**config.mk**
```make
export PLATFORM = sky130hd
export DESIGN_NAME = instr_cache
export DESIGN_NICKNAME = d
export VERILOG_FILES = /design/src/rtl/instr_cache.sv
export SDC_FILE = /design/constraint.sdc
export NUM_CORES = 2
export LEC_CHECK = 0
export ABC_CLOCK_PERIOD_IN_PS = 3390
export BUFFER_PORTS_ARGS = -buffer_cell sky130_fd_sc_hd__clkbuf_2
export CORE_ASPECT_RATIO = 0.6
export CORE_UTILIZATION = 40
export CTS_CLUSTER_SIZE = 25
export DETAILED_ROUTE_END_ITERATION = 8
export HOLD_SLACK_MARGIN = 0.1
export PLACE_DENSITY = 0.63
export SYNTH_ARGS = -nofsm -noshare
export SYNTH_HDL_FRONTEND = slang
export SYNTH_SLANG_ARGS = --single-unit
```
**constraint.sdc**
```tcl
create_clock -name CLOCK -period 3.39 [get_ports CLOCK]
set_input_delay 0.1695 -clock CLOCK [delete_from_list [all_inputs] [get_ports CLOCK]]
set_output_delay 0.1695 -clock CLOCK [all_outputs]
set_load 0.01 [all_outputs]
```
**src/rtl/instr_cache.sv**
```systemverilog
// instr_cache: direct-mapped read-only instruction cache with line refill from memory
// and whole-cache invalidate; hits are answered combinationally from Address_IN.
module instr_cache #(
    parameter int LINES = 16,
    parameter int WORDS = 4
) (
    input  logic        CLOCK,
    input  logic        RESET,
    input  logic [31:0] Address_IN,
    input  logic        Flush_IN,
    output logic [31:0] Instruction_OUT,
    output logic        Stall_OUT,
    output logic        MemRead_OUT,
    output logic [31:0] MemAddress_OUT,
    input  logic [31:0] MemData_IN,
    input  logic        MemValid_IN
);
    localparam int OW = $clog2(WORDS);
    localparam int IW = $clog2(LINES);
    localparam int TW = 30 - OW - IW;

    typedef enum logic {IDLE, REFILL} state_t;

    state_t           state, state_nx;
    logic [LINES-1:0] valid;
    logic [TW-1:0]    tags [LINES];
    logic [31:0]      data [LINES*WORDS];
    logic [TW-1:0]    base_tag;
    logic [IW-1:0]    base_idx;
    logic [OW-1:0]    cnt;
    logic             pending;
    logic [OW-1:0]    a_off;
    logic [IW-1:0]    a_idx;
    logic [TW-1:0]    a_tag;
    logic             hit;
    logic             done;
    logic             unused_ok;

    assign a_off     = Address_IN[OW+1:2];
    assign a_idx     = Address_IN[OW+IW+1:OW+2];
    assign a_tag     = Address_IN[31:OW+IW+2];
    assign hit       = valid[a_idx] && tags[a_idx] == a_tag;
    assign done      = state == REFILL && MemValid_IN && cnt == OW'(WORDS-1);
    assign unused_ok = &{1'b0, Address_IN[1:0]};

    always_comb begin
        state_nx        = state;
        Stall_OUT       = 1'b0;
        Instruction_OUT = '0;
        MemRead_OUT     = 1'b0;
        MemAddress_OUT  = '0;
        if (state == IDLE) begin
            state_nx        = hit ? IDLE : REFILL;
            Stall_OUT       = !hit;
            Instruction_OUT = hit ? data[{a_idx, a_off}] : '0;
        end else begin
            state_nx       = done ? IDLE : REFILL;
            Stall_OUT      = 1'b1;
            MemRead_OUT    = 1'b1;
            MemAddress_OUT = {base_tag, base_idx, cnt, 2'b00};
        end
        // While reset is held the pipeline must see neither a stall nor stale data
        if (!RESET) begin
            Stall_OUT       = 1'b0;
            Instruction_OUT = '0;
            MemRead_OUT     = 1'b0;
            MemAddress_OUT  = '0;
        end
    end

    always_ff @(posedge CLOCK or negedge RESET) begin
        if (!RESET) begin
            state    <= IDLE;
            valid    <= '0;
            cnt      <= '0;
            pending  <= 1'b0;
            base_tag <= '0;
            base_idx <= '0;
        end else begin
            state <= state_nx;
            if (state == IDLE) begin
                if (!hit) begin
                    base_tag <= a_tag;
                    base_idx <= a_idx;
                    cnt      <= '0;
                end
                if (Flush_IN)
                    valid <= '0;
            end else begin
                if (MemValid_IN)
                    cnt <= cnt + 1'b1;
                // A flush seen at any point of the refill leaves the whole cache invalid
                if (done) begin
                    valid   <= (pending || Flush_IN) ? '0 : valid | (LINES'(1) << base_idx);
                    pending <= 1'b0;
                end else if (Flush_IN) begin
                    pending <= 1'b1;
                end
            end
        end
    end

    always_ff @(posedge CLOCK) begin
        if (state == REFILL && MemValid_IN) begin
            data[{base_idx, cnt}] <= MemData_IN;
            if (done)
                tags[base_idx] <= base_tag;
        end
    end
endmodule

```
# == Word level (Yosys, flattened, before mapping) ==
# Memory sizes are Yosys's and may differ from the RTL's.
# Cells that the tools add are included.
# Widths: inputs -> output; s select.
# totals
regBits,48
ramBits,2432
out_inout_bits,66
word_cells,58
n_memories,2
# op_classes
add_sub_neg,1
n_lt_le_gt_ge,1
eq_ne,5
shifts,1
n_mux,28
bitwise_logic,3
n_reduce_logical,11
# mem_list
memory,words,word_bits,rd,rd_ports_with_merged_regs,write_ports,line_no,source
data,64,32,1,0,1,27,logic [31:0] data [LINES*WORDS];
tags,16,24,1,0,1,26,logic [TW-1:0] tags [LINES];
# op_table
op,n
$mux 32,5
$mux 16,4
$eq 24x24->1,1
$or 16x16->16,1
$shl 1x4->16 const A,1
$mux 1,15
$reduce_and 2->1,4
$mux 2,3
$lt 4x5->1 const B,1
$bmux 1 s4,1
$ne 2x2->1 const B,2
$reduce_bool 2->1,2
$logic_and 1x1->1,3
$add 2x1->2 const B,1
$eq 2x2->1 const B,1
$ne 2x1->1 const B,1
$not 1->1,2
$logic_not 1->1,1
$logic_or 1x1->1,1

# == Logic depth before layout (Yosys ltp) ==
# logic_depth
word_depth,6
mapped_depth,12
depth_no_buf,8

# == Worst setup path after synthesis ==
# Ideal clock, no wire load.
# synth_path
kind,input-to-output
start,input port Address_IN[2]
end,output port Instruction_OUT[0]
arrival_time_ns,2.896
setup_slack_ns,0.325
path_stages,7
n_path_buf,3
cell_sequence,clkbuf_1 clkbuf_1 buf_1 mux4_2 mux4_2 mux4_2 nor3b_1
# synth_between
elab_chain_cells,4
# synth_lines
element,line_no,source
from (decl),9,"input logic [31:0] Address_IN,"
$mem_v2 64x32,n/a,
$mux 32,55,"Instruction_OUT = hit ? data[{a_idx, a_off}] : '0;"
$mux 32,52,if (state == IDLE) begin
$mux 32,63,if (!RESET) begin
to (decl),11,"output logic [31:0] Instruction_OUT,"
# No other way between the ends.

# == Final worst setup path ==
# layout_path
start,memory tags[15][20] (netlist name)
end,output port Instruction_OUT[19]
# layout_between
elab_chain_cells,6
# layout_lines
element,line_no,source
from (decl),26,
$mem_v2 16x24,n/a,
$eq 24x24->1,42,assign hit = valid[a_idx] && tags[a_idx] == a_tag;
$logic_and 1x1->1,42,
$mux 32,55,
$mux 32,52,
$mux 32,63,
# No other way between the ends.

==> results.sh <==
export IMPL_hold_ws_ns=0.156
export IMPL_rsz0062_at_grt="yes"
export IMPL_die_w_microns=633
export IMPL_finClkSkew_ns=0.0517
export IMPL_wire_per_inst_microns=32.0
export IMPL_required_ns=3.22
export IMPL_layout_commonest_cell="edfxtp_1"
export IMPL_vias=45100
export IMPL_yosys_warnings=0
export IMPL_drtPass1Iterations=5
export IMPL_relSlewSlack=0.152
export IMPL_h_tree_depth=4
export IMPL_worstPathMaxFanout=21
export IMPL_crit_type="reg2out"
export IMPL_grt_pass1_wl_microns=348000
export IMPL_portBuffers=129
export IMPL_ios=134
export IMPL_grt_total_usage=0.205
export IMPL_hold_path_endpoint="base_tag[21]"
export IMPL_max_cap_violations=0
export IMPL_fp_dieH_microns=380
export IMPL_grt_antenna_before_repair=22
export IMPL_start_util=0.404
export IMPL_clk_latency_ns=0.86
export IMPL_power_uw=67400
export IMPL_timing_final_hold_violations=0
export IMPL_min_path_cells=3
export IMPL_r2r_setup_slack_ns=0.30
export IMPL_syn_area_sq_um=95400
export IMPL_path_clk_slew_ns=0.07
export IMPL_synth_edf_count=2432
export IMPL_arrival_ns=3.76
export IMPL_ys_top_cells_by_area="edfxtp_1, mux4_2, dfrtp_1, mux2i_1, clkbuf_1"
export IMPL_ant_nets=0
export IMPL_synth_seq_area_share=0.778
export IMPL_hp_class="in2reg"
export IMPL_worst_slew_pin_slew_ns=1.27
export IMPL_p_leak_uw=0.0346
export IMPL_fillerInstances=19000
export IMPL_hold_start="Address_IN[29]"
export IMPL_clock_sinks=2480
export IMPL_cts_root_buf="clkbuf_16"
export IMPL_route_detailed_drc=0
export IMPL_async_flop_share=0.0194
export IMPL_drv_slew=0
export IMPL_coreArea_sq_um=236000
export IMPL_finalSetupViolCount=33
export IMPL_overflow=0
export IMPL_grt_max_degree=65
export IMPL_dp_hpwl_microns=147000
export IMPL_period_share=1.16
export IMPL_clock_path_buffers=4
export IMPL_setup_slack_ns=-0.544
export IMPL_reg2reg_to="base_idx[3]"
export IMPL_p_per_area_nw_per_um2=609
export IMPL_layout_nets=4468
export IMPL_rows=138
export IMPL_synth_top_cell_by_area="edfxtp_1"
export IMPL_syn_inst=3910
export IMPL_synthFlopType="edfxtp_1"
export IMPL_cp_end_kind="output pin"
export IMPL_violations="negative setup slack"
export IMPL_viasPerCell=5.83
export IMPL_cts_inserted_buffers=216
export IMPL_first_global_vias=44900
export IMPL_final_cell_mix="edfxtp_1, mux4_2, clkbuf_16, buf_4, clkbuf_2"
export IMPL_dr_first_iter_drc_count=6205
export IMPL_netlist_area_leader_share=0.765
export IMPL_wirelength_microns=248000
export IMPL_gp_congestion=0.802
export IMPL_startpoint_type="register"
export IMPL_min_period_ns=3.93
export IMPL_cts_tree="built"
export IMPL_drive_gt1_frac=0.359
export IMPL_dieArea_sq_um=241000
export IMPL_synth_cell_type_count=57
export IMPL_synth_seq_cells=2480
export IMPL_r2r_start="tags[14][7]"
export IMPL_vdd_drop_max_uv=438
export IMPL_fmax_mhz=254
export IMPL_status="complete, but fails checks"
export IMPL_area_delta_synth_final_pct=15.9
export IMPL_syn_area_per_cell_sq_um=24.4
export IMPL_rr_worst_depth=9
## synth_stat cells, drive strengths merged, types with 3 or more instances
| master | number |
|---|---|
| edfxtp | 2432 |
| mux4 | 754 |
| clkbuf | 127 |
| nor2 | 109 |
| buf | 85 |
| mux2i | 70 |
| dfrtp | 48 |
| mux2 | 37 |
| and3 | 34 |
| nor3b | 34 |
| a21oi | 21 |
| xnor2 | 20 |
| nand2 | 16 |
| nand3 | 15 |
| xor2 | 11 |
| nor2b | 8 |
| a22oi | 7 |
| nor3 | 6 |
| o21ai | 6 |
| a221oi | 5 |
| a31oi | 5 |
| and2 | 5 |
| o22ai | 5 |
| inv | 4 |
| nor4 | 4 |
| a21boi | 3 |
| a21o | 3 |
| nand2b | 3 |
| nand4 | 3 |
| or2 | 3 |
## worst max path at each step
stage / to / start
2_1_floorplan: Instruction_OUT[0] / Address_IN[2]
6_report: Instruction_OUT[19] / tags[15][20]
5_1_grt: Instruction_OUT[19] / tags[7][0]
3_5_place_dp: Instruction_OUT[26] / Address_IN[5]
4_1_cts: Instruction_OUT[26] / tags[11][13]
3_3_place_gp: Instruction_OUT[22] / Address_IN[4]
## cell type report
| type | instances | area, sq um | share of cell area |
|---|---|---|---|
| flip-flops and latches | 2480 | 74200 | 0.671 |
| multi-input cells | 1214 | 21100 | 0.191 |
| clock buffers | 280 | 5770 | 0.0522 |
| repair buffers | 482 | 4520 | 0.0409 |
| well taps | 3150 | 3940 | 0.0356 |
| clock inverters | 109 | 950 | 0.00859 |
| inverters | 5 | 20.0 | 0.000181 |
| diodes | 7 | 17.5 | 0.000158 |
## metal layers
layer	vias to the layer above	global-route usage	routed length [microns]
met5	-	0	138
met1	24600	0.310	106000
met4	22	0.0393	4490
li1	17900	-	-
met3	293	0.0820	33000
met2	2296	0.281	104000
## power by group
part | switching, uW | internal [uW]
sequential | 1050 | 35600
clock | 11000 | 13200
combinational | 4090 | 2460
## kinds of logic (layout without fill, tap and decap cells)
kind of cell               after synthesis  in the layout  share of synthesized area
and+or+nand+nor                        249            249                     0.0136
buffers and inverters                  217            876                    0.00994
DFF                                   2480           2480                      0.778
xor gates and xnor gates                31             31                    0.00285
muxes                                  861            861                      0.190
adders and majority gates                1              1                   0.000131
AOI/OAI and AO/OA                       70             70                    0.00509
other                                    1              9                  0.0000393
## worst max-delay path, cell delays in order (launching register included)
cell and delay (ns):
edfxtp_1 0.37, mux4_2 0.50, mux2i_2 0.20, mux2i_2 0.15, xnor2_2 0.30, nand3_2 0.16
nor4_4 0.38, nand4_1 0.18, buf_6 0.17, buf_12 0.16, nor3b_4 0.20, buf_2 0.16
## state kept, by name, summed over array words and instances (netlist names)
register,count
valid,16
base_tag,24
pending,1
cnt,2
state,1
data,2048
base_idx,4
tags,384
## per-stage QoR
step	setup TNS (ns)	std cells	worst slack (ns)	area (sq um)	util
global placement	-1.63	7274	-0.0929	103000	0.436
floorplan	0	3911	0.325	95400	-
finish	-16.57	7727	-0.544	111000	0.468
detailed placement	-2.37	7274	-0.127	103000	0.436
global route	-19.99	7722	-0.645	111000	0.468
CTS	-19.57	7717	-0.613	110000	0.467
## repair_timing
| action | 4_1_cts | 5_1_grt |
|---|---|---|
| cloned | 0 | 0 |
| buffers inserted | 2 | 3 |
| pin swaps | 3 | 9 |
| endpoints found under the hold margin | 906 | 0 |
| resized for setup | 33 | 54 |
| endpoints found under the setup margin | 33 | 33 |
| hold buffers | 52 | 0 |
(Power assumes the default switching activity.)
